==> config.mk <==
export PLATFORM = sky130hd
export DESIGN_NAME = mc_ctrl_fsm
export DESIGN_NICKNAME = d
export VERILOG_FILES = /design/src/rtl/mips_mc_pkg.sv /design/src/rtl/mc_wait_timer.sv /design/src/rtl/mc_ctrl_fsm.sv
export SDC_FILE = /design/constraint.sdc
export NUM_CORES = 1
export LEC_CHECK = 0
export ABC_CLOCK_PERIOD_IN_PS = 2400
export CAP_MARGIN = 0
export CORE_MARGIN = 2
export CORE_UTILIZATION = 40
export CTS_CLUSTER_DIAMETER = 120
export DETAILED_ROUTE_END_ITERATION = 8
export PLACE_DENSITY = 0.79
export RECOVER_POWER = 100
export SETUP_SLACK_MARGIN = 0.05
export SLEW_MARGIN = 10
export SYNTH_ARGS = -nofsm -noshare
export SYNTH_HDL_FRONTEND = slang
export SYNTH_HIERARCHICAL = 1
export SYNTH_SLANG_ARGS = --single-unit
==> constraint.sdc <==
create_clock -name clk -period 2.4 [get_ports clk]
set_input_delay 0.6 -clock clk [delete_from_list [all_inputs] [get_ports clk]]
set_output_delay 0.6 -clock clk [all_outputs]
set_load 0.02 [all_outputs]
==> src/rtl/mips_mc_pkg.sv <==
// mips_mc_pkg: shared definitions for the multi-cycle MIPS32 control sequencer.
//   state_t      - controller state encodings (S_RESET..S_JUMP), 4 bits
//   OP_*         - primary opcode values (IR[31:26]) the controller decodes
//   ALU_OP_*     - alu_op codes sent to the ALU control block
//   PC_SRC_*     - pc_src mux select codes
//   ALUB_*       - alu_src_b mux select codes
package mips_mc_pkg;

    typedef enum logic [3:0] {
        S_RESET  = 4'd0,
        S_FETCH  = 4'd1,
        S_DECODE = 4'd2,
        S_MEMADR = 4'd3,
        S_MEMRD  = 4'd4,
        S_MEMWB  = 4'd5,
        S_MEMWR  = 4'd6,
        S_EXEC   = 4'd7,
        S_ALUWB  = 4'd8,
        S_BRANCH = 4'd9,
        S_IMMEX  = 4'd10,
        S_IMMWB  = 4'd11,
        S_JUMP   = 4'd12
    } state_t;

    localparam logic [5:0] OP_RTYPE = 6'b000000;
    localparam logic [5:0] OP_LW    = 6'b100011;
    localparam logic [5:0] OP_SW    = 6'b101011;
    localparam logic [5:0] OP_BEQ   = 6'b000100;
    localparam logic [5:0] OP_BNE   = 6'b000101;
    localparam logic [5:0] OP_ADDI  = 6'b001000;
    localparam logic [5:0] OP_ORI   = 6'b001101;
    localparam logic [5:0] OP_J     = 6'b000010;

    localparam logic [1:0] ALU_OP_ADD   = 2'b00;
    localparam logic [1:0] ALU_OP_SUB   = 2'b01;
    localparam logic [1:0] ALU_OP_FUNCT = 2'b10;
    localparam logic [1:0] ALU_OP_OR    = 2'b11;

    localparam logic [1:0] PC_SRC_ALU    = 2'b00;
    localparam logic [1:0] PC_SRC_ALUOUT = 2'b01;
    localparam logic [1:0] PC_SRC_JUMP   = 2'b10;

    localparam logic [1:0] ALUB_REG    = 2'b00;
    localparam logic [1:0] ALUB_FOUR   = 2'b01;
    localparam logic [1:0] ALUB_IMM    = 2'b10;
    localparam logic [1:0] ALUB_IMM_SH = 2'b11;

endpackage

==> src/rtl/mc_wait_timer.sv <==
// mc_wait_timer: counts cycles spent waiting on the memory handshake.
//   clk      in  clock, rising edge
//   rst      in  asynchronous active-low reset
//   clear    in  force the count to 0 (wins over tick)
//   tick     in  advance the count by one
//   expired  out count has reached TIMEOUT-1
module mc_wait_timer #(
    parameter int TIMEOUT = 16
) (
    input  logic clk,
    input  logic rst,
    input  logic clear,
    input  logic tick,
    output logic expired
);

    localparam int CW = (TIMEOUT > 2) ? $clog2(TIMEOUT) : 1;

    logic [CW-1:0] cnt_q, cnt_d;

    always_comb begin
        cnt_d = cnt_q;
        if (clear)
            cnt_d = '0;
        else if (tick)
            cnt_d = cnt_q + CW'(1);
    end

    always_ff @(posedge clk or negedge rst) begin
        if (!rst)
            cnt_q <= '0;
        else
            cnt_q <= cnt_d;
    end

    // The controller never ticks once expired, so the count cannot wrap.
    assign expired = (cnt_q == CW'(TIMEOUT - 1));

endmodule

==> src/rtl/mc_ctrl_fsm.sv <==
// mc_ctrl_fsm: Moore control sequencer for the multi-cycle MIPS32 datapath.
// Steps each instruction through FETCH/DECODE/EXEC/MEM/WB, drives all datapath
// enables and mux selects, bounds memory waits and counts retired instructions.
//   clk, rst          clock / async active-low reset
//   opcode, zero      IR[31:26] and ALU zero flag from the datapath
//   mem_ready         memory completes the current access this cycle
//   pc_en, pc_src     PC load enable and source select
//   iord, mem_read, mem_write, ir_write       memory / IR controls
//   reg_dst, mem_to_reg, reg_write            regfile controls
//   alu_src_a, alu_src_b, alu_op              ALU operand / operation selects
//   bus_err, illegal_op                       1-cycle error pulses
//   retired                                   retired-instruction count (wraps)
//   state                                     current state (debug)
module mc_ctrl_fsm
    import mips_mc_pkg::*;
#(
    parameter int TIMEOUT = 16,
    parameter int CNT_W   = 32
) (
    input  logic             clk,
    input  logic             rst,
    input  logic [5:0]       opcode,
    input  logic             zero,
    input  logic             mem_ready,
    output logic             pc_en,
    output logic [1:0]       pc_src,
    output logic             iord,
    output logic             mem_read,
    output logic             mem_write,
    output logic             ir_write,
    output logic             reg_dst,
    output logic             mem_to_reg,
    output logic             reg_write,
    output logic             alu_src_a,
    output logic [1:0]       alu_src_b,
    output logic [1:0]       alu_op,
    output logic             bus_err,
    output logic             illegal_op,
    output logic [CNT_W-1:0] retired,
    output logic [3:0]       state
);

    state_t           state_q, state_d;
    logic [CNT_W-1:0] retired_q, retired_d;
    logic             retire;
    logic             tmr_clear, tmr_tick, tmr_expired;

    mc_wait_timer #(.TIMEOUT(TIMEOUT)) u_wait_timer (
        .clk     (clk),
        .rst     (rst),
        .clear   (tmr_clear),
        .tick    (tmr_tick),
        .expired (tmr_expired)
    );

    always_comb begin
        state_d    = state_q;
        retire     = 1'b0;
        // Timer is held clear everywhere except while a memory state is
        // still waiting; this also clears it on entry to every memory state.
        tmr_clear  = 1'b1;
        tmr_tick   = 1'b0;
        pc_en      = 1'b0;
        pc_src     = PC_SRC_ALU;
        iord       = 1'b0;
        mem_read   = 1'b0;
        mem_write  = 1'b0;
        ir_write   = 1'b0;
        reg_dst    = 1'b0;
        mem_to_reg = 1'b0;
        reg_write  = 1'b0;
        alu_src_a  = 1'b0;
        alu_src_b  = ALUB_REG;
        alu_op     = ALU_OP_ADD;
        bus_err    = 1'b0;
        illegal_op = 1'b0;

        case (state_q)
            S_RESET: state_d = S_FETCH;

            S_FETCH: begin
                mem_read  = 1'b1;
                alu_src_b = ALUB_FOUR;
                if (mem_ready) begin
                    ir_write = 1'b1;
                    pc_en    = 1'b1;
                    state_d  = S_DECODE;
                end else if (tmr_expired) begin
                    // PC not advanced, so the retry refetches the same address.
                    bus_err = 1'b1;
                end else begin
                    tmr_clear = 1'b0;
                    tmr_tick  = 1'b1;
                end
            end

            S_DECODE: begin
                // Branch target computed speculatively into ALUOut.
                alu_src_b = ALUB_IMM_SH;
                case (opcode)
                    OP_RTYPE:        state_d = S_EXEC;
                    OP_LW, OP_SW:    state_d = S_MEMADR;
                    OP_BEQ, OP_BNE:  state_d = S_BRANCH;
                    OP_ADDI, OP_ORI: state_d = S_IMMEX;
                    OP_J:            state_d = S_JUMP;
                    default: begin
                        illegal_op = 1'b1;
                        state_d    = S_FETCH;
                    end
                endcase
            end

            S_MEMADR: begin
                alu_src_a = 1'b1;
                alu_src_b = ALUB_IMM;
                state_d   = (opcode == OP_LW) ? S_MEMRD : S_MEMWR;
            end

            S_MEMRD: begin
                iord     = 1'b1;
                mem_read = 1'b1;
                if (mem_ready) begin
                    state_d = S_MEMWB;
                end else if (tmr_expired) begin
                    bus_err = 1'b1;
                    state_d = S_FETCH;
                end else begin
                    tmr_clear = 1'b0;
                    tmr_tick  = 1'b1;
                end
            end

            S_MEMWB: begin
                mem_to_reg = 1'b1;
                reg_write  = 1'b1;
                retire     = 1'b1;
                state_d    = S_FETCH;
            end

            S_MEMWR: begin
                iord      = 1'b1;
                mem_write = 1'b1;
                if (mem_ready) begin
                    retire  = 1'b1;
                    state_d = S_FETCH;
                end else if (tmr_expired) begin
                    bus_err = 1'b1;
                    state_d = S_FETCH;
                end else begin
                    tmr_clear = 1'b0;
                    tmr_tick  = 1'b1;
                end
            end

            S_EXEC: begin
                alu_src_a = 1'b1;
                alu_op    = ALU_OP_FUNCT;
                state_d   = S_ALUWB;
            end

            S_ALUWB: begin
                reg_dst   = 1'b1;
                reg_write = 1'b1;
                retire    = 1'b1;
                state_d   = S_FETCH;
            end

            S_BRANCH: begin
                alu_src_a = 1'b1;
                alu_op    = ALU_OP_SUB;
                pc_src    = PC_SRC_ALUOUT;
                // Only beq/bne reach here; bit 0 distinguishes them.
                pc_en     = (opcode == OP_BNE) ? ~zero : zero;
                retire    = 1'b1;
                state_d   = S_FETCH;
            end

            S_IMMEX: begin
                alu_src_a = 1'b1;
                alu_src_b = ALUB_IMM;
                alu_op    = (opcode == OP_ORI) ? ALU_OP_OR : ALU_OP_ADD;
                state_d   = S_IMMWB;
            end

            S_IMMWB: begin
                reg_write = 1'b1;
                retire    = 1'b1;
                state_d   = S_FETCH;
            end

            S_JUMP: begin
                pc_src  = PC_SRC_JUMP;
                pc_en   = 1'b1;
                retire  = 1'b1;
                state_d = S_FETCH;
            end

            default: state_d = S_FETCH;
        endcase
    end

    always_comb begin
        retired_d = retired_q;
        if (retire)
            retired_d = retired_q + CNT_W'(1);
    end

    always_ff @(posedge clk or negedge rst) begin
        if (!rst) begin
            state_q   <= S_RESET;
            retired_q <= '0;
        end else begin
            state_q   <= state_d;
            retired_q <= retired_d;
        end
    end

    assign retired = retired_q;
    assign state   = state_q;

endmodule

==> out/metrics.csv <==
stage,metric,value,unit
cts,clk slew on worst S/H paths,0.08,ns
floorplanning,width of the die,81.9,um
placed_design,Final GP Congestion,0.852,
timing,Sum Neg Setup Slack,0,ns
timing,Setup Skew,0.00535,ns
timing,RSZ-0062 raised after global routing,yes,
route,initial drt markers,101,
final_layout,share of cells above drive strength 1,0.189,
floorplanning,Initial Util,0.412,
grt,first-pass GRT wire length,10300,um
cts,clk buf depth,2,
cts,CTS tree,done,
logic_synthesis,Syn Nets,267,
timing,Max Fclk,430,MHz
logic_synthesis,number of synthesis warnings,6,
hold_path,Hold Crit Class,flop to flop,
placed_design,hpwl dp,4590,um
final_layout,Layout Utilization,0.578,
timing,Final Hold Viols,0,
floorplanning,io pins,63,
logic_synthesis,ys async rst share,1.00,
logic_synthesis,Synth Flop Type,dfrtp_1,
worst_setup_path,cell family with most CP delay,buffers and inverters,
route,Detail Route Antenna Nets,0,
placed_design,Placement Cell Area,0.00333,mm2
power,Worst VDD drop,0.000565,V
worst_setup_path,crit path launch,mem_ready,
worst_setup_path,ordered cell list for the critical path,"dlygate4sd3_1, nor2_1, buf_4, and3_1, clkbuf_2",
run,max cap viols,0,
cts,CTS Buf Count,5,
route,TritonRoute pass-1 iters,4,
worst_setup_path,Worst R2R End,u_wait_timer/cnt_q[3]$_DFFE_PN0P_,
timing,hold_ws,0.468,ns
final_layout,antenna fix cells,0,
final_layout,synth-to-layout area growth,40.2,%
worst_setup_path,Max Fanout on Critical Path,2,
logic_synthesis,Mapped Cells,255,
route,DR DRC count,0,
grt,initial antenna violation count,0,
worst_setup_path,number of cells on the critical path,5,
floorplanning,Std-Cell Rows,28,
worst_setup_path,data arrival time of the critical path,1.73,ns
worst_setup_path,Worst Setup End Kind,primary output,
logic_synthesis,synthesized area,0.00243,mm2
worst_setup_path,critical path's largest stage delay,0.55,ns
worst_setup_path,CP endpoint,bus_err,
timing,max_slew headroom,0.139,
worst_setup_path,worst r2r src,state[0]$_DFFE_PN0P_,
logic_synthesis,Post-synth EDFFs,0,
power,power per cell area,762,mW/mm2
logic_synthesis,Yosys reg bits,40,
power,Leakage,1.68,nW
cts,CTS Sinks,40,
timing,Final period util,0.970,
logic_synthesis,register area share after synthesis,0.412,
timing,endpoints failing setup,0,
grt,largest net degree at the start of global routing,25,
worst_setup_path,kind of critical path,input pin to primary output,
timing,final worst path period need,2.33,ns
timing,Worst Tran Pin Value,1.29,ns
status,outcome,completed,
worst_setup_path,number of buffers and inverters on the critical path,3,
worst_setup_path,required time of the critical path,1.80,ns
timing,Max Slew Vio Count,0,
logic_synthesis,Netlist cell types,45,
grt,vias in the first global route,2184,
cts,CTS root buffer,clkbuf_8,
final_layout,# nets final,361,
placed_design,PortBufs,62,
route,Post-Route WL,6140,um
route,routed length per instance,14.4,um
cts,clk_lat worst skew,0.29,ns
grt,Total GRT Usage,0.197,
worst_setup_path,number of cells on the worst reg-to-reg path,8,
worst_setup_path,"Slowest-stage cell, CP",dlygate4sd3_1,
route,vias,2285,
route,average vias per placed instance,5.38,
grt,total gr overflow,0,
floorplanning,Core Region,0.00589,mm2
floorplanning,die footprint,0.00671,mm2
worst_setup_path,Setup crit start kind,input pin,
final_layout,Post-Layout Inst Area,0.00340,mm2
floorplanning,Die H,81.9,um
worst_setup_path,internal reg-to-reg setup slack,0.27,ns
cts,CTS H-tree depth,2,
logic_synthesis,syn_area_per_cell,9.52,um2
state kept, by name (all words and copies together) (netlist names):
register            cells
retired                32
state                   4
u_wait_timer/cnt_q      4
cell usage after synthesis, types with 2 or more instances:
cell      count  area share
inv_1         4      0.0062
mux2i_1       3       0.012
nor2_1       21       0.032
nor4_4        2       0.018
a211o_1       2      0.0072
a21oi_1      15       0.031
o21ai_0       7       0.014
and4_1        5       0.018
and3_1        7       0.018
nand3b_1      5       0.015
nand2_1      14       0.022
nand4_1      13       0.034
ha_1          2       0.010
clkbuf_1      6      0.0093
xor2_1       14       0.051
a211oi_1      2      0.0062
nand2b_1     10       0.026
a21boi_0      3      0.0093
buf_6         4       0.019
nor3_1       12       0.025
a21o_1        3      0.0093
xnor2_1      20       0.072
nor2b_1       4       0.010
nor4b_1       2      0.0072
nand3_1      16       0.033
dfrtp_1      40        0.41
layout by cell type, fill, tap and decap left out, types with 8 or more instances in the layout:
cell | synthesis | final
nand2b_1 | 10 | 10
dlygate4sd2_1 | 0 | 8
nand2_1 | 14 | 14
xor2_1 | 14 | 14
dlygate4sd3_1 | 0 | 36
a21oi_1 | 15 | 13
nand4_1 | 13 | 13
dfrtp_1 | 40 | 39
o21ai_0 | 7 | 8
clkbuf_1 | 6 | 11
buf_4 | 0 | 23
nor2_1 | 21 | 21
nand3_1 | 16 | 15
nor3_1 | 12 | 12
xnor2_1 | 20 | 20
per-layer routing:
metal / track usage / up-vias / part of all wire
met2: 0.336 / 75 / 0.51
met5: 0 / - / 0
met1: 0.243 / 1102 / 0.42
met3: 0.0429 / 5 / 0.055
li1: - / 1103 / -
met4: 0.0700 / 0 / 0.011
worst min path at each step:
stage                                       start                      end  cells past startpoint
after global routing      retired[31]$_DFFE_PN0P_  retired[31]$_DFFE_PN0P_                      1
after CTS                                     rst  retired[19]$_DFFE_PN0P_                      1
after floorplan                               rst   retired[0]$_DFFE_PN0P_                      0
after global placement    retired[31]$_DFFE_PN0P_  retired[31]$_DFFE_PN0P_                      1
after detailed placement  retired[31]$_DFFE_PN0P_  retired[31]$_DFFE_PN0P_                      1
final                     retired[31]$_DFFE_PN0P_  retired[31]$_DFFE_PN0P_                      1
final cells by class:
type | instances | area (um2)
clock inverter | 2 | 35.0
inverter | 4 | 15.0
clock buffer | 6 | 72.6
timing repair buffer | 98 | 810
sequential | 40 | 1000
fill | 534 | 2480
tap | 75 | 93.8
multi-input combinational | 200 | 1380
logic make-up (layout without fill, tap and decap cells):
group / count (synthesis) / in the layout / synth area share
AO/OA/AOI/OAI: 41 / 41 / 0.109
XOR/XNOR: 34 / 34 / 0.123
adder cells (fa/ha/maj): 2 / 2 / 0.0103
buffers and inverters: 15 / 110 / 0.0361
flip-flops: 40 / 40 / 0.412
multiplexers: 5 / 5 / 0.0232
AND/OR/NAND/NOR: 118 / 118 / 0.287
through the flow:
step,total power [W],std cells,setup WS [ns]
floorplan,0.00161,255,-0.00162
global placement,0.00215,413,-0.765
detailed placement,0.00217,413,-0.780
CTS,0.00268,423,0.0602
global route,0.00276,425,0.00632
finish,0.00259,425,0.0718
power by group:
part	internal, W	switching, W
clock network	0.000309	0.000237
logic	0.000496	0.000686
registers	0.000746	0.000120
total	0.00155	0.00104
what timing repair did:
item	in CTS	in global routing
setup endpoints to repair	17	9
pin swaps	9	5
buffers inserted	2	2
resized for setup	67	18
hold buffers	0	0
Power figures use the tool's default switching activity.
